<file path="config.mk">
export PLATFORM = sky130hd
export DESIGN_NAME = ctrl_reg_bank
export DESIGN_NICKNAME = d
export VERILOG_FILES = /design/src/rtl/ctrl_reg_pkg.sv /design/src/rtl/ctrl_chan.sv /design/src/rtl/ctrl_reg_bank.sv
export SDC_FILE = /design/constraint.sdc
export NUM_CORES = 1
export LEC_CHECK = 0
export CORE_MARGIN = 2
export CORE_UTILIZATION = 37
export DETAILED_ROUTE_END_ITERATION = 8
export PLACE_DENSITY_LB_ADDON = 0.12
export SYNTH_ARGS = -nofsm -noshare
export SYNTH_HDL_FRONTEND = slang
export SYNTH_HIERARCHICAL = 1
export SYNTH_SLANG_ARGS = --single-unit
</file>
<file path="constraint.sdc">
create_clock -name clk -period 2.8 [get_ports clk]
set_input_delay 0.56 -clock clk [delete_from_list [all_inputs] [get_ports clk]]
set_output_delay 0.56 -clock clk [all_outputs]
set_load 0.005 [all_outputs]
</file>
<file path="src/rtl/ctrl_reg_pkg.sv">
// Shared definitions for the control register bank: channel FSM encoding
// and the bit positions of the fields in each 32-bit channel word.
package ctrl_reg_pkg;

  typedef enum logic [1:0] {
    ST_IDLE = 2'b00,
    ST_BUSY = 2'b01,
    ST_DONE = 2'b10
  } chan_state_e;

  localparam int GO      = 0;
  localparam int MODE    = 1;
  localparam int ABORT   = 2;
  localparam int IE      = 3;
  localparam int BUSY    = 4;
  localparam int DONE    = 5;
  localparam int CNT_LSB = 8;

endpackage

</file>
<file path="src/rtl/ctrl_chan.sv">
// One channel of the control register bank: IDLE/BUSY/DONE sequencer with a
// saturating event counter, sticky done flag and start pulse.
// Optional feature: CTRL_REG_BANK_IRQ_EN makes the ie bit writable.
//
// state   | meaning
// --------+-----------------------------------------------------------
// IDLE    | no operation; mode/ie writable, go starts an operation
// BUSY    | operation running; counts hw_inc, ends on hw_done or abort
// DONE    | operation finished by hardware; go restarts it
module ctrl_chan
  import ctrl_reg_pkg::*;
#(
  parameter int CNT_W = 8
) (
  input  logic        clk,
  input  logic        rst,
  input  logic        we,
  input  logic        go_bit,
  input  logic        mode_bit,
  input  logic        abort_bit,
  input  logic        ie_bit,
  input  logic        clr_bit,
  input  logic        hw_inc,
  input  logic        hw_done,
  output logic [31:0] word,
  output logic        start_pulse,
  output logic        irq_req
);

  chan_state_e      state_q, state_d;
  logic [CNT_W-1:0] cnt_q, cnt_d;
  logic             mode_q, mode_d;
  logic             ie_q, ie_d;
  logic             done_q, done_d;
  logic             start_q, start_d;

`ifndef CTRL_REG_BANK_IRQ_EN
  logic unused_ie_bit;
  assign unused_ie_bit = ie_bit;
`endif

  // Next-state: hardware events take priority over software go/abort while BUSY.
  always_comb begin
    state_d = state_q;
    cnt_d   = cnt_q;
    mode_d  = mode_q;
    ie_d    = ie_q;
    done_d  = done_q;
    start_d = 1'b0;
    if (we && clr_bit) done_d = 1'b0;
    case (state_q)
      ST_BUSY: begin
        if (hw_inc && (cnt_q != '1)) cnt_d = cnt_q + CNT_W'(1);
        if (hw_done) begin
          state_d = ST_DONE;
          done_d  = 1'b1;
        end else if (we && abort_bit) begin
          state_d = ST_IDLE;
        end
      end
      default: begin
        if (we) begin
          mode_d = mode_bit;
`ifdef CTRL_REG_BANK_IRQ_EN
          ie_d   = ie_bit;
`else
          ie_d   = 1'b0;
`endif
        end
        if (we && go_bit) begin
          state_d = ST_BUSY;
          cnt_d   = '0;
          done_d  = 1'b0;
          start_d = 1'b1;
        end
      end
    endcase
  end

  // Channel state register with synchronous reset.
  always_ff @(posedge clk) begin
    if (rst) begin
      state_q <= ST_IDLE;
      cnt_q   <= '0;
      mode_q  <= 1'b0;
      ie_q    <= 1'b0;
      done_q  <= 1'b0;
      start_q <= 1'b0;
    end else begin
      state_q <= state_d;
      cnt_q   <= cnt_d;
      mode_q  <= mode_d;
      ie_q    <= ie_d;
      done_q  <= done_d;
      start_q <= start_d;
    end
  end

  // Assemble the software-visible word; go reads back as busy.
  always_comb begin
    word                    = '0;
    word[GO]                = (state_q == ST_BUSY);
    word[MODE]              = mode_q;
    word[IE]                = ie_q;
    word[BUSY]              = (state_q == ST_BUSY);
    word[DONE]              = done_q;
    word[CNT_LSB +: CNT_W]  = cnt_q;
  end

  assign start_pulse = start_q;
  assign irq_req     = done_q & ie_q;

endmodule

</file>
<file path="src/rtl/ctrl_reg_bank.sv">
// Control register bank: N_CH channel sequencers behind a simple software
// port, with address decode, combinational read mux and interrupt.
// Optional feature: CTRL_REG_BANK_IRQ_EN enables the registered irq output.
module ctrl_reg_bank
  import ctrl_reg_pkg::*;
#(
  parameter int N_CH  = 2,
  parameter int CNT_W = 8,
  parameter int AW    = 4
) (
  input  logic              clk,
  input  logic              rst,
  input  logic              sw_we,
  input  logic [AW-1:0]     sw_addr,
  input  logic [31:0]       sw_wdata,
  output logic [31:0]       sw_rdata,
  input  logic [N_CH-1:0]   hw_inc,
  input  logic [N_CH-1:0]   hw_done,
  output logic [N_CH-1:0]   start_pulse,
  output logic [32*N_CH-1:0] ctrl_out,
  output logic              irq
);

  logic [31:0]     chan_word [N_CH];
  logic [N_CH-1:0] chan_we;
  logic [N_CH-1:0] chan_irq;

  logic unused_wdata;
  assign unused_wdata = ^{sw_wdata[31:6], sw_wdata[BUSY]};

  for (genvar i = 0; i < N_CH; i++) begin : g_chan
    assign chan_we[i] = sw_we && (sw_addr == AW'(i));

    ctrl_chan #(.CNT_W(CNT_W)) u_chan (
      .clk         (clk),
      .rst         (rst),
      .we          (chan_we[i]),
      .go_bit      (sw_wdata[GO]),
      .mode_bit    (sw_wdata[MODE]),
      .abort_bit   (sw_wdata[ABORT]),
      .ie_bit      (sw_wdata[IE]),
      .clr_bit     (sw_wdata[DONE]),
      .hw_inc      (hw_inc[i]),
      .hw_done     (hw_done[i]),
      .word        (chan_word[i]),
      .start_pulse (start_pulse[i]),
      .irq_req     (chan_irq[i])
    );

    assign ctrl_out[32*i +: 32] = chan_word[i];
  end

  // Read mux; unmapped addresses return zero.
  always_comb begin
    sw_rdata = '0;
    for (int i = 0; i < N_CH; i++) begin
      if (sw_addr == AW'(i)) sw_rdata = chan_word[i];
    end
  end

`ifdef CTRL_REG_BANK_IRQ_EN
  logic irq_q;

  // Interrupt is the registered OR of enabled done flags.
  always_ff @(posedge clk) begin
    if (rst) irq_q <= 1'b0;
    else     irq_q <= |chan_irq;
  end

  assign irq = irq_q;
`else
  logic unused_irq;
  assign unused_irq = ^chan_irq;
  assign irq = 1'b0;
`endif

endmodule

</file>
**Yosys cells after proc, flatten, opt, wreduce, memory -nomap -nowiden**

Cells that the tools add are included.

- Word-level logic and storage cells: 70
- Bits in registers: 26

- Eq/ne operators: 9
- Mux-type cells: 26
- Add/sub/neg operators: 2
- Bitwise gates (word level): 2
- Reduce and logical (&&, ||, !) cells: 21

Operators by type and width:

| operator | number |
|---|---|
| 2-to-1 mux 8 bit | 6 |
| 2-to-1 mux 32 bit | 1 |
| adder 8 x 1 -> 8 bit (second input constant) | 2 |
| 2-to-1 mux 16 bit | 1 |
| 2-to-1 mux 2 bit | 8 |
| != test 8 bit (second input constant) | 2 |
| AND reduction 2 bit | 6 |
| logical AND 1 bit | 10 |
| 2-to-1 mux 1 bit | 10 |
| != test 3 x 2 -> 1 bit (second input constant) | 2 |
| equality test 2 x 1 -> 1 bit (second input constant) | 2 |
| equality test 4 x 1 -> 1 bit (second input constant) | 1 |
| logical NOT 4 bit | 1 |
| != test 2 x 1 -> 1 bit (second input constant) | 2 |
| nonzero test 2 bit | 2 |
| OR reduction 2 bit | 2 |
| inverter 1 bit | 2 |

**Logic depth before layout (Yosys ltp)**

- Word-level depth: 6
- Gate-level depth with buffers: 8
- Gate-level depth less buffers: 5

**Modules after synthesis**

Netlist, hierarchy kept.

Modules (own cells, without submodules):

| module | instances | cells an instance | area an instance (um2) | seq. area each (um2) |
|---|---|---|---|---|
| ctrl_chan | 2 | 99 | 852.1 | 260.2 |
| ctrl_reg_bank | 1 | 78 | 543.0 | 0.0 |

**Least setup slack after synthesis**

OpenSTA, ideal clock, no wires.

- Kind: input port to flip-flop
- From: in sw_addr[3]
- To: reg g_chan[0].u_chan.cnt_q[5]
- Stages on the path: 7
- Library setup time: 120 ps
- Path slack: 644 ps
- Required time: 2680 ps
- Arrival time: 2037 ps
- Cells stage by stage: or3_1 > buf_6 > nor3b_1 > buf_2 > a31oi_1 > and2_1 > a211o_1

- Word-level cells in the longest chain between the ends: 5

Ends and longest elaborated chain:

| what | RTL line | text |
|---|---|---|
| from (decl) | ctrl_reg_bank.sv:14 | `input logic [AW-1:0] sw_addr,` |
| logical NOT 4 bit | ctrl_reg_bank.sv:32 | `assign chan_we[i] = sw_we && (sw_addr == AW'(i));` |
| logical AND 1 bit | ctrl_reg_bank.sv:32 |  |
| net chan_we[0] | ctrl_reg_bank.sv:25 | `logic [N_CH-1:0] chan_we;` |
| logical AND 1 bit | ctrl_chan.sv:70 | `if (we && go_bit) begin` |
| nonzero test 2 bit (no line) | -- |  |
| AND reduction 2 bit (no line) | -- |  |
| to (signal assigned) | ctrl_chan.sv:91 | `cnt_q <= cnt_d;` |
| to (decl) | ctrl_chan.sv:31 | `logic [CNT_W-1:0] cnt_q, cnt_d;` |

The timed path passes the listed nets, and every way through them passes these cells.
A chain may end at the register's enable or synchronous reset.

**Final worst setup path**

- From: in sw_addr[3]
- To: out sw_rdata[14]

- Word-level cells in the longest chain between the ends: 3

Ends and longest elaborated chain:

| what | RTL line | text |
|---|---|---|
| logical NOT 4 bit | ctrl_reg_bank.sv:57 | `if (sw_addr == AW'(i)) sw_rdata = chan_word[i];` |
| 2-to-1 mux 16 bit | ctrl_reg_bank.sv:57 |  |
| 2-to-1 mux 32 bit * | ctrl_reg_bank.sv:57 |  |
| to (decl) | ctrl_reg_bank.sv:16 | `output logic [31:0] sw_rdata,` |

Every way passes the cells marked *; elsewhere a longest branch is shown, timed or not.

==> impl_results.md <==
- Outcome: finished, final reports clean
- RSZ-0062 raised after global routing: false
- Hold buffer count at CTS: 0
- Grt ovf: 0
- Area of the core: approximately 5900 µm²
- Critical Path AT: around 2.1 ns
- Final Cycle Share: 0.966
- Layout cells sized above 1: 0.104
- R2r startpoint: g_chan[1].u_chan/cnt_q[1]
- Gr usage total: 0.157
- Lkg Pwr: roughly 1.1 nW
- Placed cell areas: 2600 µm²
- Post-route cell area: between 2000 and 3000 µm²
- Num Clock Sinks: 26
- Total die area: ~6700 µm²
- Hold Fails Final Rpt: 0
- Worst VDD drop: ~0.00019 V
- Initial antenna violation count: 0
- CTS resizes: 0
- Power consumption: around 0.82 mW
- CTS Buf Count: 3
- Final HPWL DP: roughly 4200 µm
- Total negative slack: 0 ns
- Global-route wire length before repair: between 8000 and 9000 µm
- Fin nets: between 300 and 400
- Critical Path RT: 2.24 ns
- Initial drt markers: a little under 80
- Tightest Hold Check Type: reg2reg
- WHS: 0.488 ns
- Crit path capture type: output pin
- Setup slack at placement: just over 0.08 ns
- Critical path class: in2out
- Postcts setup bufs: 0
- # IOs: about 140
- CTS tree: done
- Ant diodes: 0
- Slew Limit Headroom: 0.649
- Clock transition at path regs: ~0.10 ns
- Die H: 81.7 µm
- Synth warn: 6
- Vias in the first global route: ~1700
- Worst Setup SP: sw_addr[3]
- Worst hold start: g_chan[1].u_chan/mode_q
- # DRC: 0
- Final count of negative-setup-slack endpoints: 0
- CP Max Fanout: 10
- Remaining antenna violation count: 0
- Row count: 28
- Insertion delay to the later sink of the worst-skew pair: 0.28 ns
- Initial core utilization: 0.379
- Final Util: 0.454
- Syn avg cell area: about 8.1 µm²
- Largest net degree at the start of global routing: 20
- Pwr/cell area: around 310 nW/µm²
- Max Cap Viol: 0
- Critical R2R Capture: g_chan[1].u_chan/cnt_q[5]
- Vias: around 1900
- CP Launch Type: input port
- Root Driver: clkbuf_8
- Final RePlAce weighted congestion: between 0.7 and 0.8
- DR WL/cell: roughly 14 µm
- Vias per cell: between 4 and 5
- Final cell count without fillers: approximately 390
- FMAX: roughly 370 MHz
- Worst Setup Slack, final: ~0.096 ns
- TritonRoute pass-1 iters: 4
- Clk_skew: roughly 0.0085 ns
- # H-tree levels: 1
- Worst Reg-to-Reg Cells: 5
- Actual slew at the worst max-slew pin: 0.526 ns
- Cells after Synth: 274
- Die width: roughly 82 µm
- End point of the critical path: sw_rdata[14]
- Max-slew violation count: 0
- Fin crit period: about 2.7 ns
- Final WL: approximately 5400 µm
- Reg2reg setup slack: ~1.0 ns
- Area growth syn-to-layout: 19.6%
- Largest buffer count on any clock path: 2
- Port Buffers: 52
- Placed cells: 388
- Synth Cell Area: roughly 2200 µm²
- # fillers: 627
sequential cells by signal, summed over array words and instances, names as in the netlist:
signal                     count
g_chan.u_chan/done_q           2
g_chan.u_chan/state_q          4
g_chan.u_chan/start_pulse      2
g_chan.u_chan/cnt_q           16
g_chan.u_chan/mode_q           2
report_power, final:
part           internal (mW)  switching, mW  leakage, nW  total, mW
clock network          0.192          0.128       0.0357      0.320
registers              0.371        0.00147        0.209      0.373
logic                 0.0539         0.0725        0.837      0.126
worst max-delay path, stage by stage:
cell	delay, ns
clkdlybuf4s50_1	0.39
or3_1	0.39
buf_4	0.19
nor2_1	0.11
clkdlybuf4s50_1	0.51
final cells by class:
| type | instances | area (µm²) | share of cell area |
|---|---|---|---|
| clock buffers | 3 | 41.3 | 0.0155 |
| clock inverters | 1 | 30.0 | 0.0112 |
| inverters | 2 | 17.5 | 0.00656 |
| multi-input cells | 223 | 1380 | 0.515 |
| flip-flops and latches | 26 | 520 | 0.195 |
| well taps | 75 | 93.8 | 0.0351 |
| repair buffers | 62 | 591 | 0.221 |
per-layer routing:
metal / vias up / track usage / part of all wire
met5: - / 0 / 0
met4: 0 / 0.0200 / 0.0035
met3: 2 / 0.0319 / 0.055
met2: 58 / 0.267 / 0.48
met1: 891 / 0.210 / 0.46
li1: 968 / - / -
placed cells by master, fill, tap and decap left out, types with 4 or more instances in the layout:
cell type	instances
a31oi_1	4
a21oi_1	12
nor2_1	41
clkdlybuf4s50_1	51
nor2b_1	4
o211ai_1	4
nor3_1	6
dfxtp_1	26
nand2_1	15
nand3_1	18
conb_1	41
mux2i_1	34
a22oi_1	4
buf_4	10
how the worst min path moves through the flow:
stage	cells after the start	end	slack [ns]
2_1_floorplan	2	g_chan[0].u_chan/mode_q	0.44
3_3_place_gp	2	g_chan[1].u_chan/mode_q	0.47
3_5_place_dp	2	g_chan[1].u_chan/mode_q	0.47
4_1_cts	2	g_chan[1].u_chan/mode_q	0.49
5_1_grt	2	g_chan[1].u_chan/mode_q	0.51
6_report	2	g_chan[1].u_chan/mode_q	0.49
Power figures use the tool's default switching activity.
